==> src/rtl/jesd_sync_ctrl.sv <==
// JESD204B receive-side SYNC~ controller: SYSREF capture, LMFC tracking,
// per-lane code-group sync, LMFC-aligned link bring-up and error resync.
module jesd_sync_ctrl #(
  parameter int LANES       = 4,
  parameter int LMFC_CYCLES = 8,
  parameter int K_MIN       = 4,
  parameter int ERR_THRESH  = 3
) (
  input  logic             clk_i,
  input  logic             rst_n_i,
  input  logic             sysref_i,
  input  logic             en_i,
  input  logic [LANES-1:0] kchar_i,
  input  logic [LANES-1:0] lane_err_i,
  output logic             sync_o,
  output logic             lmfc_edge_o,
  output logic             link_up_o,
  output logic             sysref_seen_o,
  output logic [1:0]       state_o
);

  localparam int CW = (LMFC_CYCLES > 1) ? $clog2(LMFC_CYCLES) : 1;
  localparam int KW = $clog2(K_MIN + 1);
  localparam int EW = $clog2(ERR_THRESH + 1);
  localparam logic [CW-1:0] LMFC_LAST = CW'(LMFC_CYCLES - 1);
  localparam logic [KW-1:0] K_FULL    = KW'(K_MIN);
  localparam logic [EW-1:0] ERR_LAST  = EW'(ERR_THRESH - 1);

  typedef enum logic [1:0] {
    IDLE      = 2'd0,
    CGS       = 2'd1,
    WAIT_LMFC = 2'd2,
    DATA      = 2'd3
  } state_t;

  state_t          state_reg, state_next;
  logic            sysref_meta_reg, sysref_sync_reg, sysref_dly_reg, sysref_pulse_reg;
  logic            sysref_seen_reg;
  logic [CW-1:0]   lmfc_cnt_reg;
  logic [EW-1:0]   err_cnt_reg;
  logic            sync_reg;
  logic [LANES-1:0] k_full;
  logic            any_err;
  logic            err_hit;

  // Pulse is registered, so it lands one cycle after the second flop sees 1.
  always_ff @(posedge clk_i or negedge rst_n_i) begin
    if (!rst_n_i) begin
      sysref_meta_reg  <= 1'b0;
      sysref_sync_reg  <= 1'b0;
      sysref_dly_reg   <= 1'b0;
      sysref_pulse_reg <= 1'b0;
      sysref_seen_reg  <= 1'b0;
    end else begin
      sysref_meta_reg  <= sysref_i;
      sysref_sync_reg  <= sysref_meta_reg;
      sysref_dly_reg   <= sysref_sync_reg;
      sysref_pulse_reg <= sysref_sync_reg & ~sysref_dly_reg;
      if (sysref_pulse_reg) sysref_seen_reg <= 1'b1;
    end
  end

  always_ff @(posedge clk_i or negedge rst_n_i) begin
    if (!rst_n_i)
      lmfc_cnt_reg <= '0;
    else if (sysref_pulse_reg || lmfc_cnt_reg == LMFC_LAST)
      lmfc_cnt_reg <= '0;
    else
      lmfc_cnt_reg <= lmfc_cnt_reg + 1'b1;
  end

  assign lmfc_edge_o = (lmfc_cnt_reg == '0);

  genvar gi;
  generate
    for (gi = 0; gi < LANES; gi++) begin : g_lane
      logic [KW-1:0] k_cnt_reg;
      always_ff @(posedge clk_i or negedge rst_n_i) begin
        if (!rst_n_i)
          k_cnt_reg <= '0;
        else if (state_reg != CGS || !kchar_i[gi] || lane_err_i[gi])
          k_cnt_reg <= '0;
        else if (k_cnt_reg != K_FULL)
          k_cnt_reg <= k_cnt_reg + 1'b1;
      end
      assign k_full[gi] = (k_cnt_reg == K_FULL);
    end
  endgenerate

  // An LMFC boundary clears the error window, so it also blocks a threshold hit.
  assign any_err = |lane_err_i;
  assign err_hit = (state_reg == DATA) && any_err && !lmfc_edge_o && (err_cnt_reg == ERR_LAST);

  always_ff @(posedge clk_i or negedge rst_n_i) begin
    if (!rst_n_i)
      err_cnt_reg <= '0;
    else if (state_reg != DATA || lmfc_edge_o || err_hit)
      err_cnt_reg <= '0;
    else if (any_err)
      err_cnt_reg <= err_cnt_reg + 1'b1;
  end

  always_comb begin
    state_next = state_reg;
    if (!en_i) begin
      state_next = IDLE;
    end else begin
      unique case (state_reg)
        IDLE:      if (sysref_seen_reg) state_next = CGS;
        CGS:       if (&k_full)         state_next = WAIT_LMFC;
        WAIT_LMFC: if (lmfc_edge_o)     state_next = DATA;
        DATA:      if (err_hit)         state_next = CGS;
        default:   state_next = IDLE;
      endcase
    end
  end

  always_ff @(posedge clk_i or negedge rst_n_i) begin
    if (!rst_n_i) begin
      state_reg <= IDLE;
      sync_reg  <= 1'b0;
    end else begin
      state_reg <= state_next;
      sync_reg  <= (state_next == DATA);
    end
  end

  assign sync_o        = sync_reg;
  assign link_up_o     = (state_reg == DATA);
  assign sysref_seen_o = sysref_seen_reg;
  assign state_o       = state_reg;

endmodule
==> config.mk <==
export PLATFORM = sky130hd
export DESIGN_NAME = jesd_sync_ctrl
export DESIGN_NICKNAME = d
export VERILOG_FILES = /design/src/rtl/jesd_sync_ctrl.sv
export SDC_FILE = /design/constraint.sdc
export NUM_CORES = 1
export LEC_CHECK = 0
export ABC_AREA = 1
export CORE_MARGIN = 10
export CORE_UTILIZATION = 52
export DETAILED_ROUTE_END_ITERATION = 8
export PLACE_DENSITY = 0.77
export SKIP_CTS_REPAIR_TIMING = 1
export SLEW_MARGIN = 30
export SYNTH_ARGS = -nofsm -noshare
export SYNTH_HDL_FRONTEND = slang
export SYNTH_SLANG_ARGS = --single-unit
==> constraint.sdc <==
create_clock -name clk_i -period 1.6 [get_ports clk_i]
set_input_delay 0.32 -clock clk_i [delete_from_list [all_inputs] [get_ports clk_i]]
set_output_delay 0.32 -clock clk_i [all_outputs]
set_load 0.02 [all_outputs]
==> flow_summary_export.csv, run 1 <==
group,metric,value,unit
power,p_leak,0.863,nW
yosys,synth_nets,156,
global_route,grtUsageMet2,0.205,
sta,slew_headroom,0.789,
power,ir_drop,777,uV
global_route,grt-ovfl-total,0,
clocking,cts_tree,"done",
global_route,met1_usage,0.118,
cells_and_area,area_growth,23.8,%
yosys,postSynthCellCount,132,
floorplanning,die_x,68.5,um
clocking,clockBufferDepth,2,
sta,drv_slew,0,
cells_and_area,nets,184,
floorplanning,initial_core_util,0.547,
cells_and_area,final_cells,187,
floorplanning,rows,17,
global_route,track_usage,0.113,
route,wl_per_cell,12.4,um
yosys,syn_avg_cell_area,9.25,um^2
placed_design,dp_cells,182,
placed_design,portBuffers,17,
route,drt_drc_violations_left,0,
clocking,worstSkewPairLatency,320,ps
sta,worst_slew_pin_slew,317,ps
yosys,ys_seq_area_frac,0.512,
yosys,synth_cell_types,16,
cells_and_area,fill_cells,178,
worst_setup_path,regToRegStartpoint,"lmfc_cnt_reg[0]$_DFF_PN0_",
placed_design,gp_congestion,0.791,
cells_and_area,ff_latch_area,626,um^2
sta,rsz0062_at_grt,"true",
worst_setup_path,worstSetupEndpointType,"output pin",
worst_setup_path,crit_type,"reg -> out",
global_route,met3_usage,0.0294,
route,totalWireLength,2.32,mm
outcome,run_status,"finished, final reports clean",
cells_and_area,drive_above_1_share,0.101,
cells_and_area,largest_register_ff_count,12,
yosys,ys_seq_elements,25,
clocking,h-tree-depth,1,
sta,hold_viol_final,0,
placed_design,place_area,0.00146,mm^2
route,num_vias,906,
worst_setup_path,required,1280,ps
worst_setup_path,reg2reg_to,"lmfc_cnt_reg[1]$_DFF_PN0_",
route,drtIter0Drc,32,
floorplanning,die_area,0.00469,mm^2
route,ant_nets,0,
flow_run,cap_violations,0,
cells_and_area,layout_common_cells,"inv_1, dfrtp_1, nor2_1",
power,powerDensity,828,mW/mm^2
clocking,clk_pin_slew,140,ps
clocking,clock_sinks,25,
floorplanning,fp.dieH,68.5,um
yosys,yosys_warnings,0,
global_route,grt_max_degree,26,
sta,fin_crit,1540,ps
route,first_pass_iters,4,
clocking,clockRootBuffer,"clkbuf_4",
clocking,cts-buffers-inserted,3,
worst_setup_path,start_kind,"register",
sta,setup_viol,0,
worst_setup_path,reg2reg_depth,5,
floorplanning,ios,18,
global_route,grt_pass1_vias,946,
hold_path,hold_class,"in -> async",
cells_and_area,layout_commonest_cell,"inv_1",
global_route,grt_pass1_wl,4.07,mm
sta,fmax,0.648,GHz
cells_and_area,postLayoutCellArea,0.00151,mm^2
sta,fin_skew,1.71,ps
sta,min_period_over_period,0.964,
route,avgViaCountPerCell,4.84,
floorplanning,coreArea,0.00223,mm^2
worst_setup_path,path_max_fanout,2,
cells_and_area,multi_input_area,479,um^2
yosys,synth_area,0.00122,mm^2
cells_and_area,antenna_cells,0,
global_route,grt_antenna_before_repair,0,
placed_design,hpwl,1.80,mm
worst_setup_path,r2r_setup_slack,240,ps
worst_setup_path,worstPathArrival,1220,ps
global_route,top_usage_layer,"met2",
[synthesized netlist by cell type, drive strengths merged]
library cell / instances / area share
inv: 31 / 0.095
xnor2: 4 / 0.029
nor3: 4 / 0.016
or2: 2 / 0.010
a21oi: 12 / 0.052
nand2: 11 / 0.036
dfrtp: 25 / 0.51
nand3b: 4 / 0.025
nor2: 16 / 0.055
nand3: 2 / 0.0082
ha: 12 / 0.12
nand4: 1 / 0.0051
o21ai: 8 / 0.033
[final cells by class]
cell class                 instances  area share
sequential                        25       0.414
multi-input combinational         76       0.317
timing repair buffer              23       0.149
inverter                          31      0.0770
tap                               28      0.0232
clock buffer                       3      0.0149
clock inverter                     1     0.00497
[routing by layer]
metal / vias to the layer above / wire [um]
met3: 5 / 75
li1: 464 / -
met2: 11 / 1260
met5: - / 0
met4: 0 / 46
met1: 426 / 936
[worst max-delay path, cell delays in order, from the launching register on]
cell and delay [ps]:
dfrtp_1 410, inv_1 60, ha_1 150, nand2_1 70, inv_1 70, buf_4 140
[metrics by stage]
| step | util | setup TNS [ps] | power, mW | hold slack [ps] | worst slack [ps] |
|---|---|---|---|---|---|
| 6_report | 0.677 | 0 | 1.25 | 335 | 57.5 |
| 5_1_grt | 0.677 | -44.7 | 1.33 | 351 | -44.7 |
| 4_1_cts | 0.669 | -1010 | 1.27 | 336 | -436 |
| 3_5_place_dp | 0.655 | -58.9 | 0.983 | 342 | -58.9 |
| 3_3_place_gp | 0.655 | -9.47 | 0.969 | 344 | -9.47 |
| 2_1_floorplan | - | 0 | 0.838 | 24.4 | 403 |
[kinds of logic (layout without fill, tap and decap cells)]
kind of cell	count (synthesis)	in the layout	synth area share
compound gates	20	20	0.0850
xor+xnor	4	4	0.0287
fa+ha+maj	12	12	0.123
buf+inv	31	58	0.0953
flops	25	25	0.512
simple gates	40	40	0.156
[power by group]
part / internal, mW / switching, mW
Clock: 0.0957 / 0.193
Sequential: 0.672 / 0.0217
Combinational: 0.134 / 0.134
[worst max path at each step]
| stage | startpoint | to | slack, ps |
|---|---|---|---|
| after floorplan | lmfc_cnt_reg[0]$_DFF_PN0_ | err_cnt_reg[1]$_DFFE_PN0P_ | 400 |
| after detailed placement | lmfc_cnt_reg[1]$_DFF_PN0_ | lmfc_edge_o | -60 |
| after global routing | lmfc_cnt_reg[0]$_DFF_PN0_ | lmfc_edge_o | -40 |
| after global placement | lmfc_cnt_reg[0]$_DFF_PN0_ | lmfc_edge_o | -9 |
| final | lmfc_cnt_reg[1]$_DFF_PN0_ | lmfc_edge_o | 60 |
| after CTS | lmfc_cnt_reg[1]$_DFF_PN0_ | lmfc_edge_o | -440 |
No activity file was read; power rests on OpenSTA's default activity.
==> inputs of run 2 (changes only) <==
--- a/config.mk
+++ b/config.mk
@@ -6,6 +6,7 @@
 export NUM_CORES = 1
 export LEC_CHECK = 0
 export ABC_AREA = 1
+export CAP_MARGIN = 5
 export CORE_MARGIN = 10
 export CORE_UTILIZATION = 52
 export DETAILED_ROUTE_END_ITERATION = 8
==> results of run 2 <==
Final layout, timing and power as in run 1 (identical DEF).
==> inputs of run 3 (changes only) <==
--- a/config.mk
+++ b/config.mk
@@ -7,7 +7,7 @@
 export LEC_CHECK = 0
 export ABC_AREA = 1
 export CAP_MARGIN = 5
-export CORE_MARGIN = 10
+export CORE_MARGIN = 2
 export CORE_UTILIZATION = 52
 export DETAILED_ROUTE_END_ITERATION = 8
 export PLACE_DENSITY = 0.77
==> flow_summary_export.csv, run 3 (synthesis gave the netlist of run 1 again) <==
group,metric,value,unit
floorplanning,coreArea,0.00221,mm^2
power,total_power,1.26,mW
sta,rsz0062_at_grt,"false",
worst_setup_path,regToRegStartpoint,"lmfc_cnt_reg[0]$_DFF_PN0_",
worst_setup_path,cpPeakStageDelay,400,ps
flow_run,cap_violations,0,
cells_and_area,area_growth,23.6,%
cells_and_area,largest_register_ff_count,12,
power,power.switching,0.342,mW
power,power_frac_comb,0.231,
clocking,worstSkewPairLatency,310,ps
global_route,grt_pass1_wl,3.68,mm
worst_setup_path,worstSetupEndpointType,"output pin",
worst_setup_path,cp_cell_sequence,"inv_1 -> ha_2 -> nand2_2 -> inv_2 -> buf_6",
global_route,grt-ovfl-total,0,
worst_setup_path,reg2reg_depth,8,
sta,worst_slew_pin_slew,304,ps
cells_and_area,layout_commonest_cell,"inv_1",
sta,setup_viol,0,
worst_setup_path,start_kind,"register",
sta,fmax,0.667,GHz
hold_path,hold_class,"in -> async",
route,met2_length,1.20,mm
cells_and_area,layout_common_cells,"inv_1, dfrtp_1, nor2_1",
cells_and_area,utilization,0.682,
cells_and_area,drive_above_1_share,0.108,
floorplanning,die_x,52.5,um
floorplanning,die_area,0.00275,mm^2
clocking,clk_pin_slew,130,ps
floorplanning,rows,17,
power,ir_drop,771,uV
cells_and_area,antenna_cells,0,
sta,fin_crit,1500,ps
route,wl_per_cell,11.6,um
power,switching_share,0.271,
global_route,track_usage,0.184,
worst_setup_path,worstPathArrival,1180,ps
floorplanning,ios,18,
worst_setup_path,crit_start,"lmfc_cnt_reg[1]$_DFF_PN0_",
sta,holdWs,339,ps
route,drt_drc_violations_left,0,
worst_setup_path,required,1280,ps
sta,fin_skew,7.42,ps
power,power_frac_seq,0.550,
global_route,grt_pass1_vias,910,
placed_design,pre_cts_ws,-32.8,ps
route,totalWireLength,2.15,mm
worst_setup_path,r2r_setup_slack,230,ps
outcome,run_status,"finished, final reports clean",
clocking,clock_sinks,25,
sta,hold_viol_final,0,
cells_and_area,fill_cells,175,
route,ant_nets,0,
floorplanning,fp.dieH,52.5,um
clocking,clockBufferDepth,2,
route,num_vias,905,
worst_setup_path,crit_path_top_delay_cell,"dfrtp_1",
route,maxUsedRoutingLayer,"met4",
placed_design,gp_congestion,0.748,
sta,min_period_over_period,0.937,
worst_setup_path,reg2reg_to,"err_cnt_reg[1]$_DFFE_PN0P_",
route,m1WireLength,896,um
worst_setup_path,path_max_fanout,2,
floorplanning,initial_core_util,0.552,
worst_setup_path,endpoint,"lmfc_edge_o",
sta,slew_headroom,0.797,
clocking,cts_tree,"done",
placed_design,portBuffers,17,
route,drtIter0Drc,5,
clocking,h-tree-depth,1,
route,first_pass_iters,4,
global_route,grt_max_degree,26,
power,p_clk_frac,0.219,
route,avgViaCountPerCell,4.87,
sta,drv_slew,0,
power,powerDensity,836,mW/mm^2
route,wl_met3,45,um
clocking,clockRootBuffer,"clkbuf_4",
sta,setup_slack,101,ps
worst_setup_path,crit_type,"reg -> out",
clocking,cts-buffers-inserted,3,
power,intPower,0.919,mW
placed_design,hpwl,1.65,mm
global_route,grt_antenna_before_repair,0,
power,p_leak,0.858,nW
cells_and_area,nets,183,
[run 3: layout make-up]
class / count / area, um^2 / share of cell area
clock buffers: 4 / 26.3 / 0.0174
well taps: 28 / 35.0 / 0.0232
flip-flops and latches: 25 / 626 / 0.415
repair buffers: 22 / 221 / 0.147
inverters: 31 / 116 / 0.0771
multi-input cells: 76 / 484 / 0.321
[run 3: worst min path at each step]
stage / start / to / slack (ps)
after floorplan: rst_n_i / err_cnt_reg[0]$_DFFE_PN0P_ / 20
after detailed placement: sysref_meta_reg$_DFF_PN0_ / sysref_sync_reg$_DFF_PN0_ / 340
after global routing: rst_n_i / g_lane[2].k_cnt_reg[2]$_DFFE_PN0P_ / 340
after CTS: rst_n_i / g_lane[2].k_cnt_reg[2]$_DFFE_PN0P_ / 350
final: rst_n_i / g_lane[2].k_cnt_reg[2]$_DFFE_PN0P_ / 340
after global placement: sysref_meta_reg$_DFF_PN0_ / sysref_sync_reg$_DFF_PN0_ / 350
[run 3: power by group through the flow]
| stage | clock (mW) | sequential, mW | combinational (mW) |
|---|---|---|---|
| 3_5_place_dp | 0 | 0.707 | 0.273 |
| 6_report | 0.276 | 0.693 | 0.291 |
| 2_1_floorplan | 0 | 0.706 | 0.132 |
| 4_1_cts | 0.284 | 0.694 | 0.274 |
| 5_1_grt | 0.312 | 0.699 | 0.332 |
| 3_3_place_gp | 0 | 0.704 | 0.263 |
[run 3: critical path: cells and delay by family, from the launching register on]
kind	cells	cell delay, ps
DFF	1	400
buffers and inverters	3	230
adders and majority gates	1	180
and+or+nand+nor	1	60
[run 3: metrics by stage]
step                instances  TNS [ps]  instance area, um^2
finish                    186         0                 1510
global route              186         0                 1510
CTS                       186      -820                 1490
detailed placement        182     -32.8                 1460
global placement          182         0                 1460
floorplan                 132         0                 1220
[run 3: metal layers]
layer / vias to the layer above / global-route usage
met3: 2 / 0.0257
li1: 460 / -
met2: 8 / 0.333
met5: - / 0
met4: 0 / 0.0855
met1: 435 / 0.211
